--- config.mk ---
export PLATFORM = sky130hd
export DESIGN_NAME = epu_layer_sequencer
export DESIGN_NICKNAME = d
export VERILOG_FILES = /design/src/rtl/epu_layer_sequencer.sv
export SDC_FILE = /design/constraint.sdc
export NUM_CORES = 1
export LEC_CHECK = 0
export CORE_UTILIZATION = 55
export CTS_CLUSTER_DIAMETER = 60
export DETAILED_ROUTE_END_ITERATION = 8
export GPL_TIMING_DRIVEN = 1
export PLACE_DENSITY_LB_ADDON = 0.25
export SLEW_MARGIN = 20
export SYNTH_ARGS = -nofsm -noshare
export SYNTH_HDL_FRONTEND = slang
export SYNTH_SLANG_ARGS = --single-unit
--- constraint.sdc ---
create_clock -name clk -period 3.3 [get_ports clk]
set_input_delay 0.495 -clock clk [delete_from_list [all_inputs] [get_ports clk]]
set_output_delay 0.495 -clock clk [all_outputs]
set_load 0.05 [all_outputs]
--- src/rtl/epu_layer_sequencer.sv ---
// Layer command sequencer feeding the EPU bus switcher: queues layer commands and
// walks each through select/start/run/drain while holding a one-hot bus mode.
module epu_layer_sequencer #(
    parameter int unsigned FIFO_DEPTH   = 4,
    parameter int unsigned GUARD_CYCLES = 2,
    parameter int unsigned TO_W         = 16
) (
    input  logic            clk,
    input  logic            rst,
    input  logic            cmd_valid,
    output logic            cmd_ready,
    input  logic [1:0]      cmd_type,
    input  logic [TO_W-1:0] timeout_limit,
    output logic [3:0]      mode,
    output logic            conv_3x3_en,
    output logic            conv_1x1_en,
    output logic            maxpool_en,
    output logic            unit_start,
    input  logic            conv_3x3_done,
    input  logic            conv_1x1_done,
    input  logic            maxpool_done,
    output logic            layer_done,
    output logic            busy,
    output logic            err,
    input  logic            err_clr
);
    localparam int unsigned PW = (FIFO_DEPTH > 1) ? $clog2(FIFO_DEPTH) : 1;
    localparam int unsigned CW = PW + 1;
    localparam int unsigned GW = $clog2(GUARD_CYCLES + 1);

    typedef enum logic [2:0] {
        S_IDLE,
        S_SETUP,
        S_START,
        S_RUN,
        S_DRAIN
    } state_t;

    state_t          state, state_nxt;
    logic [1:0]      fifo_mem [FIFO_DEPTH];
    logic [PW-1:0]   wr_ptr, rd_ptr;
    logic [CW-1:0]   count, count_nxt;
    logic [1:0]      cur, cur_nxt;
    logic [1:0]      head;
    logic [GW-1:0]   guard, guard_nxt;
    logic [TO_W-1:0] to_cnt, to_cnt_nxt;
    logic            push, pop, err_set, done_sel, layer_done_nxt, err_nxt;
    logic [3:0]      mode_nxt;

    assign head = fifo_mem[rd_ptr];

    // Next-state, FIFO bookkeeping and next values of every registered output
    always_comb begin
        state_nxt      = state;
        cur_nxt        = cur;
        guard_nxt      = guard;
        to_cnt_nxt     = to_cnt;
        pop            = 1'b0;
        err_set        = 1'b0;
        layer_done_nxt = 1'b0;
        push           = cmd_valid && cmd_ready;

        done_sel = 1'b0;
        case (cur)
            2'd0:    done_sel = conv_3x3_done;
            2'd1:    done_sel = conv_1x1_done;
            2'd2:    done_sel = maxpool_done;
            default: done_sel = 1'b0;
        endcase

        case (state)
            S_IDLE: begin
                if (count != '0) begin
                    pop     = 1'b1;
                    cur_nxt = head;
                    if (head == 2'd3) begin
                        err_set = 1'b1;
                    end else begin
                        state_nxt = S_SETUP;
                        guard_nxt = GW'(GUARD_CYCLES - 1);
                    end
                end
            end
            S_SETUP: begin
                if (guard == '0) state_nxt = S_START;
                else             guard_nxt = guard - GW'(1);
            end
            S_START: begin
                to_cnt_nxt = '0;
                state_nxt  = S_RUN;
            end
            S_RUN: begin
                // Done beats a simultaneous timeout and leaves err untouched
                if (done_sel) begin
                    state_nxt = S_DRAIN;
                    guard_nxt = GW'(GUARD_CYCLES - 1);
                end else if (timeout_limit != '0 && to_cnt == timeout_limit - TO_W'(1)) begin
                    err_set   = 1'b1;
                    state_nxt = S_DRAIN;
                    guard_nxt = GW'(GUARD_CYCLES - 1);
                end else if (to_cnt != '1) begin
                    to_cnt_nxt = to_cnt + TO_W'(1);
                end
            end
            S_DRAIN: begin
                if (guard == '0) begin
                    state_nxt      = S_IDLE;
                    layer_done_nxt = 1'b1;
                end else begin
                    guard_nxt = guard - GW'(1);
                end
            end
            default: state_nxt = S_IDLE;
        endcase

        count_nxt = count;
        if (push && !pop)      count_nxt = count + CW'(1);
        else if (!push && pop) count_nxt = count - CW'(1);

        mode_nxt = 4'b0001;
        if (state_nxt != S_IDLE) begin
            case (cur_nxt)
                2'd0:    mode_nxt = 4'b0010;
                2'd1:    mode_nxt = 4'b0100;
                2'd2:    mode_nxt = 4'b1000;
                default: mode_nxt = 4'b0001;
            endcase
        end

        err_nxt = err;
        if (err_set)      err_nxt = 1'b1;
        else if (err_clr) err_nxt = 1'b0;
    end

    // State and registered outputs
    always_ff @(posedge clk) begin
        if (rst) begin
            state       <= S_IDLE;
            cur         <= 2'd0;
            guard       <= '0;
            to_cnt      <= '0;
            wr_ptr      <= '0;
            rd_ptr      <= '0;
            count       <= '0;
            mode        <= 4'b0001;
            conv_3x3_en <= 1'b0;
            conv_1x1_en <= 1'b0;
            maxpool_en  <= 1'b0;
            unit_start  <= 1'b0;
            layer_done  <= 1'b0;
            busy        <= 1'b0;
            err         <= 1'b0;
            cmd_ready   <= 1'b0;
        end else begin
            state       <= state_nxt;
            cur         <= cur_nxt;
            guard       <= guard_nxt;
            to_cnt      <= to_cnt_nxt;
            count       <= count_nxt;
            if (push) wr_ptr <= wr_ptr + PW'(1);
            if (pop)  rd_ptr <= rd_ptr + PW'(1);
            mode        <= mode_nxt;
            conv_3x3_en <= mode_nxt[1];
            conv_1x1_en <= mode_nxt[2];
            maxpool_en  <= mode_nxt[3];
            unit_start  <= (state_nxt == S_START);
            layer_done  <= layer_done_nxt;
            busy        <= (state_nxt != S_IDLE) || (count_nxt != '0);
            err         <= err_nxt;
            cmd_ready   <= (count_nxt != CW'(FIFO_DEPTH));
        end
    end

    // Command storage; contents need no reset since count gates every read
    always_ff @(posedge clk) begin
        if (push) fifo_mem[wr_ptr] <= cmd_type;
    end

endmodule
==> out/summary.txt <==
CTS tree - done
most common cell after layout, fill and taps aside - dfxtp_1
synth warn - 0
cell count of the worst hold path - 2
Iter 0 DRT Violations - 187
row cnt - 26
Pins Over Slew Limit - 0
Fin Clk Skew - 0.0124 ns
worst-case clock buffer depth - 2
area grow syn2layout - 27.7%
ys flop type - dfxtp_1
WL/cell - 14.5 um
slack of the critical path - 0.0547 ns
Worst Setup Start Kind - input pin
first-pass GRT wire length - 10600 um
Tmin final - 3.25 ns
CP arrival - 3.50 ns
slowest CP cell - or4_1
vias - 2744
min-delay src - guard[0]$_SDFFE_PP0P_
cell area after synthesis - 2910 um^2
grt ovf - 0
Port Buffers - 36
measured slew at the worst slew-check pin - 0.554 ns
Die X - 74.7 um
cells after synthesis - 339
Sink Count - 49
vias in the first global route - 2505
fin nets - 439
Max VDD drop - 579 uV
total track usage - 24.6%
core area - 5110 um^2
Residual DRC - 0
GPL Wtd Cong - 0.926
max-cap violations - 0
CP dominant cell by count - or3_4
WHS Endpoint - guard[0]$_SDFFE_PP0P_
post-placement setup slack - -0.366 ns
synth unique cells - 52
ranking of synthesized cells by area - dfxtp_1, edfxtp_1, xnor2_1, ha_1, nor2_1
post-route insts no fill - 475
Routed WL - 6890 um
Finish-stage setup viols - 0
initial antenna violation count - 0
Bufs and invs on worst path - 1
P_leak - 0.00140 uW
cells on worst reg2reg path - 8
power per cell area - 572 nW/um^2
Fin. Hold Viols - 0
Chip Height - 74.7 um
reg2reg end - guard[1]$_SDFFE_PP0P_
Max H-tree Level - 2
status - completed
diode count - 0
#FFs+latches synth - 49
DP HPWL - 5260 um
flop-to-flop setup slack - 0.75 ns
Util after Layout - 72.8%
Initial Util - 57.0%
hold crit path type - register to register
number of enable flip-flop cells after synthesis - 8
I/O pins - 37
sequential fraction of the synthesis area - 36.5%
CTS root buf - clkbuf_8
critical-path cell list - clkdlybuf4s50_1 -> or3_4 -> or3_1 -> or3_4 -> a2111oi_4 -> and4_4 -> nor3b_2 -> or4_1 -> a21oi_2
CP endpoint kind - register
Worst path max stage delay - 0.53 ns
Final ANT Viol Nets - 0
Num CTS Buffers - 5
cell family with most CP delay - simple AND/OR/NAND/NOR gates
required time worst endpoint - 3.55 ns
Syn Area/Cell - 8.58 um^2
Post-synth ARST share - 0%
Critical Path Fanout Max - 3
Detailed Routing Iterations Pass 1 - 6
placed insts - 466
Hold Buf Count CTS - 0
Clock Latency Late Sink - 0.31 ns
Max Clk Rate - 308 MHz
dominant cell type by area after synthesis - dfxtp_1
area share of the largest cell type after synthesis - 28.2%
share of layout cells above drive strength 1 - 16.5%
largest net degree at the start of global routing - 29
Reg-to-Reg Start - to_cnt[13]$_SDFFE_PP0P_
die area - 5580 um^2
Crit Path Class - input pin to register
Period Utilization, post-route - 98.3%
Slew headroom - 62.9%
syn_nets - 374
commonest non-fill, non-tap cells in the layout - dfxtp_1, buf_4, clkdlybuf4s50_1
Pwr Total - 2130 uW
Vias/cell - 5.78
Worst-path clk slew - 0.09 ns
[routing by layer]
metal	track usage (%)	vias to the layer above	wire length (um)
met5	0	-	0
met4	11.7	0	187
met3	4.42	17	269
met2	46.0	68	3620
met1	26.5	1283	2810
li1	-	1376	-
[kinds of logic (layout without fill, tap and decap cells)]
group                    count (synthesis)  after routing  share of synthesized area (%)
adder cells (fa/ha/maj)                 10             10                           4.30
AO/OA/AOI/OAI                           62             62                           14.4
multiplexers                            10             10                           4.30
XOR/XNOR                                25             25                           7.53
buffers and inverters                   32             98                           4.82
AND/OR/NAND/NOR                        151            151                           28.2
flip-flops                              49             49                           36.5
[sequential cells by signal (all words and copies together) (netlist names), 2 cells and up, named ones only]
register and flops:
wr_ptr 2, cur 2, state 3, count 3
to_cnt 16, rd_ptr 2, fifo_mem 8, guard 2
mode 4
[worst max path at each step]
stage | startpoint | endpoint | slack (ns) | cells after the start
CTS | timeout_limit[0] | guard[1]$_SDFFE_PP0P_ | 0.00001 | 11
floorplan | timeout_limit[0] | guard[1]$_SDFFE_PP0P_ | 0.20 | 11
global route | timeout_limit[11] | guard[1]$_SDFFE_PP0P_ | -0.007 | 9
detailed placement | timeout_limit[0] | guard[1]$_SDFFE_PP0P_ | -0.37 | 11
global placement | timeout_limit[0] | guard[1]$_SDFFE_PP0P_ | -0.24 | 11
finish | timeout_limit[11] | guard[1]$_SDFFE_PP0P_ | 0.05 | 9
[worst min-delay path: stages, from the launching register on]
cell and delay [ns]:
dfxtp_1 0.33, o21ai_0 0.07, a21oi_1 0.06
[per-stage QoR]
stage | setup TNS, ns | hold slack, ns | cell area [um^2]
3_5_place_dp | -3.27 | 0.483 | 3560
3_3_place_gp | -1.40 | 0.459 | 3560
2_1_floorplan | 0 | 0.450 | 2910
5_1_grt | -0.00674 | 0.507 | 3720
4_1_cts | 0 | 0.500 | 3660
6_report | 0 | 0.499 | 3720
[where the power goes]
part	internal, uW	switching [uW]
registers	708	95.0
logic	386	571
clock network	153	213
total	1250	879
[cell type report]
class / count / area (um^2)
tap: 70 / 87.6
multi-input combinational: 258 / 1760
clock buffer: 5 / 68.8
timing repair buffer: 75 / 661
sequential: 49 / 1060
fill: 411 / 1390
clock inverter: 3 / 25.0
inverter: 15 / 56.3
[cells in the mapped netlist (all sizes together) (10+ instances only)]
master	number
ha	10
nor2	30
or4	11
or3	15
nand2	27
xnor2	16
clkbuf	10
nor3	15
inv	15
and3	11
nand3	16
dfxtp	41
a21oi	18
o21ai	11
[what timing repair did]
item | 4_1_cts | 5_1_grt
endpoints found under the setup margin | 2 | 6
resized for setup | 2 | 12
pin swaps | 0 | 5
buffers inserted | 0 | 1
(Power assumes the default switching activity.)
